$ cat src/rtl/nanov_fetch_pkg.sv
// Shared types and constants for the nanoV SPI instruction fetch stage.
package nanov_fetch_pkg;

   localparam int unsigned ADDR_BITS    = 24;
   localparam int unsigned WORD_BITS    = 32;
   localparam logic [7:0]  SPI_READ_CMD = 8'h03;

   typedef enum logic [2:0] {
      StDesel,
      StCmd,
      StAddr,
      StData,
      StStall
   } fetch_state_e;

   // Received bit k lands in instr[8*(k/8) + 7 - (k%8)]: byte order kept, bits MSB first.
   function automatic logic [4:0] rx_bit_index(input logic [4:0] k);
      return {k[4:3], ~k[2:0]};
   endfunction

endpackage

$ cat src/rtl/nanov_spi_phy.sv
// SPI mode-0 bit engine: sck phase generation, MOSI shift-out and MISO capture.
module nanov_spi_phy
   import nanov_fetch_pkg::*;
(
   input  logic                 clk_i,
   input  logic                 rst_i,
   input  logic                 abort_i,    // idle the bus: sck low, counters cleared
   input  logic                 start_i,    // load a command frame and drive its first bit
   input  logic [WORD_BITS-1:0] frame_i,
   input  logic                 run_i,      // a transaction is open
   input  logic                 hold_i,     // freeze with sck low, nothing shifts
   input  logic                 spi_miso_i,
   output logic                 spi_sck_o,
   output logic                 spi_mosi_o,
   output logic [4:0]           bit_cnt_o,
   output logic [WORD_BITS-1:0] rx_word_o
);

   logic                 sck_q, sck_d;
   logic                 mosi_q, mosi_d;
   logic [4:0]           cnt_q, cnt_d;
   logic [WORD_BITS-1:0] tx_q, tx_d;
   logic [WORD_BITS-1:0] rx_q, rx_d;

   // Next-state: a low phase is followed by a high phase that samples MISO; the edge
   // leaving the high phase advances the bit and shifts out the next MOSI bit.
   always_comb begin
      sck_d  = sck_q;
      mosi_d = mosi_q;
      cnt_d  = cnt_q;
      tx_d   = tx_q;
      rx_d   = rx_q;
      if (abort_i) begin
         sck_d  = 1'b0;
         mosi_d = 1'b0;
         cnt_d  = '0;
      end else if (start_i) begin
         sck_d  = 1'b0;
         mosi_d = frame_i[WORD_BITS-1];
         tx_d   = {frame_i[WORD_BITS-2:0], 1'b0};
         cnt_d  = '0;
      end else if (run_i && !hold_i) begin
         if (!sck_q) begin
            sck_d                      = 1'b1;
            rx_d[rx_bit_index(cnt_q)]  = spi_miso_i;
         end else begin
            sck_d  = 1'b0;
            cnt_d  = cnt_q + 5'd1;
            mosi_d = tx_q[WORD_BITS-1];
            tx_d   = {tx_q[WORD_BITS-2:0], 1'b0};
         end
      end
   end

   // Bit engine state, synchronous reset.
   always_ff @(posedge clk_i) begin
      if (rst_i) begin
         sck_q  <= 1'b0;
         mosi_q <= 1'b0;
         cnt_q  <= '0;
         tx_q   <= '0;
         rx_q   <= '0;
      end else begin
         sck_q  <= sck_d;
         mosi_q <= mosi_d;
         cnt_q  <= cnt_d;
         tx_q   <= tx_d;
         rx_q   <= rx_d;
      end
   end

   assign spi_sck_o  = sck_q;
   assign spi_mosi_o = mosi_q;
   assign bit_cnt_o  = cnt_q;
   assign rx_word_o  = rx_q;

endmodule

$ cat src/rtl/nanov_spi_fetch.sv
// nanoV instruction fetch: continuous SPI READ stream into a one-word presented slot.
module nanov_spi_fetch
   import nanov_fetch_pkg::*;
#(
   parameter logic [ADDR_BITS-1:0] RESET_ADDR     = 24'h000000,
   parameter int unsigned          CS_HIGH_CYCLES = 2
) (
   input  logic                 clk,
   input  logic                 rst,
   output logic [WORD_BITS-1:0] instr,
   output logic                 instr_valid,
   input  logic                 instr_ready,
   output logic [ADDR_BITS-1:0] pc,
   input  logic                 jump,
   input  logic [ADDR_BITS-1:0] jump_addr,
   output logic                 spi_cs_n,
   output logic                 spi_sck,
   output logic                 spi_mosi,
   input  logic                 spi_miso
);

   localparam logic [ADDR_BITS-1:0] ResetWord = {RESET_ADDR[ADDR_BITS-1:2], 2'b00};
   localparam logic [3:0]           DeselLast = 4'(CS_HIGH_CYCLES - 1);

   fetch_state_e         state_q;
   logic [3:0]           desel_cnt_q;
   logic [ADDR_BITS-1:0] fetch_q;
   logic [ADDR_BITS-1:0] pc_q;
   logic [WORD_BITS-1:0] instr_q;
   logic                 valid_q;
   logic                 cs_n_q;

   logic                 start;
   logic                 abort;
   logic                 run;
   logic                 hold;
   logic [4:0]           bit_cnt;
   logic [WORD_BITS-1:0] rx_word;
   logic                 bit_last;

   // PHY control decoded from the current state.
   always_comb begin
      start    = !jump && (state_q == StDesel) && (desel_cnt_q == DeselLast);
      abort    = jump || ((state_q == StDesel) && !start);
      run      = (state_q != StDesel);
      hold     = (state_q == StStall);
      bit_last = spi_sck && (bit_cnt == 5'd31);
   end

   nanov_spi_phy u_phy (
      .clk_i      (clk),
      .rst_i      (rst),
      .abort_i    (abort),
      .start_i    (start),
      .frame_i    ({SPI_READ_CMD, fetch_q}),
      .run_i      (run),
      .hold_i     (hold),
      .spi_miso_i (spi_miso),
      .spi_sck_o  (spi_sck),
      .spi_mosi_o (spi_mosi),
      .bit_cnt_o  (bit_cnt),
      .rx_word_o  (rx_word)
   );

   // Fetch FSM, presented slot and jump handling; jump overrides everything but reset.
   always_ff @(posedge clk) begin
      if (rst) begin
         state_q     <= StDesel;
         desel_cnt_q <= '0;
         fetch_q     <= ResetWord;
         pc_q        <= ResetWord;
         instr_q     <= '0;
         valid_q     <= 1'b0;
         cs_n_q      <= 1'b1;
      end else if (jump) begin
         state_q     <= StDesel;
         desel_cnt_q <= '0;
         fetch_q     <= {jump_addr[ADDR_BITS-1:2], 2'b00};
         valid_q     <= 1'b0;
         cs_n_q      <= 1'b1;
      end else begin
         if (valid_q && instr_ready) valid_q <= 1'b0;
         unique case (state_q)
            StDesel: begin
               if (desel_cnt_q == DeselLast) begin
                  state_q <= StCmd;
                  cs_n_q  <= 1'b0;
               end else begin
                  desel_cnt_q <= desel_cnt_q + 4'd1;
               end
            end
            StCmd: begin
               if (spi_sck && (bit_cnt == 5'd7)) state_q <= StAddr;
            end
            StAddr: begin
               if (bit_last) state_q <= StData;
            end
            StData: begin
               if (bit_last) begin
                  if (!valid_q || instr_ready) begin
                     instr_q <= rx_word;
                     pc_q    <= fetch_q;
                     valid_q <= 1'b1;
                     fetch_q <= fetch_q + 24'd4;
                  end else begin
                     state_q <= StStall;
                  end
               end
            end
            StStall: begin
               // The slot is always full here, so ready means it frees this edge.
               if (instr_ready) begin
                  instr_q <= rx_word;
                  pc_q    <= fetch_q;
                  valid_q <= 1'b1;
                  fetch_q <= fetch_q + 24'd4;
                  state_q <= StData;
               end
            end
            default: state_q <= StDesel;
         endcase
      end
   end

   assign instr       = instr_q;
   assign instr_valid = valid_q;
   assign pc          = pc_q;
   assign spi_cs_n    = cs_n_q;

endmodule

$ cat config.mk
export PLATFORM = sky130hd
export DESIGN_NAME = nanov_spi_fetch
export DESIGN_NICKNAME = d
export VERILOG_FILES = /design/src/rtl/nanov_fetch_pkg.sv /design/src/rtl/nanov_spi_phy.sv /design/src/rtl/nanov_spi_fetch.sv
export SDC_FILE = /design/constraint.sdc
export NUM_CORES = 1
export LEC_CHECK = 0
export CAP_MARGIN = 10
export CORE_UTILIZATION = 56
export DETAILED_ROUTE_END_ITERATION = 10
export GPL_TIMING_DRIVEN = 0
export MAX_ROUTING_LAYER = met4
export PLACE_DENSITY = 0.81
export SYNTH_ARGS = -nofsm -noshare
export SYNTH_HDL_FRONTEND = slang
export SYNTH_SLANG_ARGS = --single-unit
$ cat constraint.sdc
create_clock -name clk -period 3 [get_ports clk]
set_input_delay 0.75 -clock clk [delete_from_list [all_inputs] [get_ports clk]]
set_output_delay 0.75 -clock clk [all_outputs]
set_load 0.01 [all_outputs]
==> run metrics <==
Tcrit/Tclk final 94.3%; placement-stage cell area 0.00845 mm^2; clock latency of the later-clocked register in the worst-skew pair 440 ps; Initial Util 58.0%; number of library cell types mapped by synthesis 55; largest stage delay on the critical path 470 ps; total standard cell area after synthesis 0.00740 mm^2; max-slew violations 0; Worst Path Class, Setup reg2reg; overall global routing resource usage 34.5%; Post-synth EDFFs 0; leakage power summed over all cells 2.90 nW; number of buffers added on ports 83; HP Start u_phy.rx_word_o[16]$_SDFFE_PP0P_; mean instance size in the synthesized netlist 8.33 um^2; most area-consuming cells after synthesis dfxtp_1 41%, a21oi_1 8.5%, nand4_1 7.1%, o31ai_1 6.2%, a311oi_1 4.0%; portion of the post-synthesis area used by sequential elements 41.4%; clock skew after layout 9.16 ps; critical path's slowest cell o41a_1; number of antenna-violating nets in the routed design 0; cell count of the worst reg-to-reg path 8; startpoint types flip-flop; number of buffers created by CTS 17; data arrival at the endpoint of the critical path 3140 ps; DRC Markers 0; most frequent CP cell ha_1; weighted congestion at the end of routability-driven global placement 0.904; # nets final 1,028; power density of the placed cells 510 mW/mm^2; initial antenna violation count 0; kind of end point of the critical path flip-flop; worst flop-to-flop path startpoint u_phy.bit_cnt_o[0]$_SDFFE_PP0P_; Core Area 0.0128 mm^2; Rel. slew slack 25.0%; total of max-cap violations 0; number of detailed-routing iterations run before antenna repair 6; number of cells produced by synthesis 889; final global-route overflow total 0; overall power after layout 4.59 mW; Die H 117 um; Stages on worst setup path 8; core utilization of the finished layout 70.6%; flip-flop and latch count after synthesis 153; standard-cell row count 41; Root Buffer Master clkbuf_16; shortest period the worst path allows 2830 ps; DR iter-0 viols 939; x dimension of the die 117 um; H-Tree Depth 4; flip-flop cell with the highest count after synthesis dfxtp_1; wire length of the first global-routing pass 34,900 um; clock tree from TritonCTS done; cell depth of the worst min-delay path 2; ratio of cells with drive above 1 in the final layout 6.49%; gate family responsible for the most delay along the worst path compound AO/OA/AOI/OAI gates; final design instance area without fill 0.00901 mm^2; mean routed wirelength per cell 19.2 um; Clock transition at path regs 60 ps; Least-Margin Pin Slew 1120 ps; number of global-route vias before repair 6,920; end of the worst register-to-register path fetch_q[22]$_SDFFE_PP0P_; cell accounting for the most synthesized area dfxtp_1; crit path cell chain ha_1 > and3_1 > ha_1 > nand2_1 > a31o_2 > clkbuf_1 > o41a_1 > a2111oi_1; warnings from Yosys 0; layout overhead on the synthesized area 21.7%; Worst Path Required 3310 ps; Detail Placement HPWL 15,500 um; drt total wl 22,500 um; pin count of the biggest net entering global routing 17; hold worst-path end u_phy.rx_word_o[16]$_SDFFE_PP0P_; number of vias per cell 6.59; clock sink count 153; status complete, no violations; final-report setup violation count 0; count of endpoints failing hold in the final timing report 0; buffer levels on the longest clock path 2; CP Buf/Inv Count 1; unrepaired setup endpoints after global routing no; die area 0.0137 mm^2; vias post-DR 7,733; number of inserted filler cells in the final layout 1,033; number of primary I/O pins 89; proportion of netlist area held by the largest area contributor 41.4%; type of the worst min-delay path reg2reg; number of antenna cells inserted 0; largest fanout on the critical path 10; VDD IR max 0.397 mV; FMAX 353 MHz; async set or reset register ratio after synthesis 0%; reg-to-reg slack, setup 170 ps
sequential cells by signal, summed over array words and instances, names as in the netlist:
name / cells
instr: 32
u_phy.rx_word_o: 32
u_phy.tx_q: 29
fetch_q: 22
pc: 22
u_phy.bit_cnt_o: 5
desel_cnt_q: 4
state_q: 3
instr_valid: 1
spi_cs_n: 1
u_phy.spi_mosi_o: 1
u_phy.spi_sck_o: 1
worst max path at each step:
| stage | from | to | slack, ps |
|---|---|---|---|
| after global placement | jump | instr[24]$_SDFFE_PP0P_ | -90 |
| after detailed placement | jump | instr[24]$_SDFFE_PP0P_ | -140 |
| after floorplan | u_phy.bit_cnt_o[0]$_SDFFE_PP0P_ | fetch_q[17]$_SDFFE_PP0P_ | 580 |
| final | u_phy.bit_cnt_o[0]$_SDFFE_PP0P_ | fetch_q[22]$_SDFFE_PP0P_ | 170 |
| after CTS | u_phy.bit_cnt_o[0]$_SDFFE_PP0P_ | fetch_q[17]$_SDFFE_PP0P_ | 70 |
| after global routing | u_phy.bit_cnt_o[0]$_SDFFE_PP0P_ | fetch_q[21]$_SDFFE_PP0P_ | 20 |
tightest hold or removal path, cell delays in order (launching register included):
cell     delay [ps]
dfxtp_1         310
nand2_1          50
a21oi_1          50
stage by stage:
step                      hold WS (ps)  instances  setup TNS (ps)  worst slack (ps)
after CTS                          459       1175               0              74.2
after detailed placement           451       1145           -4290              -144
after global placement             446       1145           -2280             -94.3
after global routing               476       1174               0              19.5
after floorplan                    428        890               0               575
final                              461       1174               0               170
layer usage:
layer  track usage (%)  vias up  share of wire (%)
met5                 -        -                  0
met4              19.3        0                4.2
met3              7.16       87                8.2
met2              53.5      402                 46
met1              42.1     3644                 41
li1                  -     3600                  -
final cells by class:
cell class                      count  area [um^2]  share of cell area [%]
Clock inverter                      9          100                    1.11
Buffer                            108          438                    4.86
Sequential cell                   153         3060                    34.0
Timing Repair Buffer               83          831                    9.22
Tap cell                          172          215                    2.39
Clock buffer                       21          460                    5.11
Multi-Input combinational cell    615         3860                    42.8
Inverter                           13         48.8                   0.541
where the power goes:
group | switching (mW) | internal (mW) | total [mW] | leakage (nW)
Clock | 0.840 | 1.25 | 2.09 | 0.274
Sequential | 0.0593 | 2.08 | 2.14 | 1.24
Combinational | 0.229 | 0.137 | 0.366 | 1.39
Total | 1.13 | 3.46 | 4.59 | 2.90
cell usage in the layout, fill, tap and decap left out, types with 3 or more instances in the layout:
cell             Yosys  layout
o41a_1               9       9
inv_1               12      12
o21ai_0             27      27
a21oi_1            126     126
a31o_2               3       3
o31ai_1             61      61
clkbuf_1            79      79
clkinv_2             0       5
buf_2               18      18
clkdlybuf4s50_1      0      83
a311oi_1            34      34
and3_1               9       9
a31oi_1              3       3
mux2i_1             22      22
nand3_1             50      50
nor4_1              14      14
clkbuf_16            0      17
ha_1                 8       8
nand2_1             38      38
a2111oi_0            3       3
nand4_1             84      84
nor2b_1             12      12
nor3_1               8       8
or3_1                4       4
dfxtp_1            153     153
or4_1                7       7
nor3b_1              4       4
and3b_1              3       3
buf_1                9       9
or2_2                3       3
nor2_1              44      44
a2111oi_1            7       7
logic make-up after synthesis:
kind of cell / count (synthesis) / synth area share, %
AND/OR/NAND/NOR: 295 / 22.1
other: 1 / 0.0506
flip-flops: 153 / 41.4
AO/OA/AOI/OAI: 284 / 25.0
multiplexers: 23 / 3.16
buffers and inverters: 122 / 6.61
adder cells (fa/ha/maj): 8 / 1.35
XOR/XNOR: 3 / 0.355
cells in the mapped netlist, types with 2 or more instances:
master,number
or2_2,3
and3_1,9
a311oi_1,34
a21oi_1,126
a2111oi_0,3
a31o_2,3
a21o_1,2
or3_1,4
and3b_1,3
and4_2,2
ha_1,8
nand3b_1,2
mux2i_1,22
a211oi_1,2
a31oi_1,3
nor3b_1,4
buf_4,2
and2_1,2
clkbuf_1,79
inv_1,12
nor2b_1,12
o41a_1,9
nor3_1,8
nand4_1,84
nor4_1,14
nand2b_1,2
nand3_1,50
nor2_1,44
nand2_1,38
buf_1,9
o21ai_0,27
buf_2,18
xor2_1,2
dfxtp_1,153
a2111oi_1,7
or4_1,7
o31ai_1,61
o21bai_1,2
repair_timing:
item                                    CTS  global route
buffers inserted                          0             0
endpoints found under the hold margin     0             0
endpoints found under the setup margin    1            53
gates resized for setup                   1             0
hold buffers                              0             0
(Power assumes the default switching activity.)
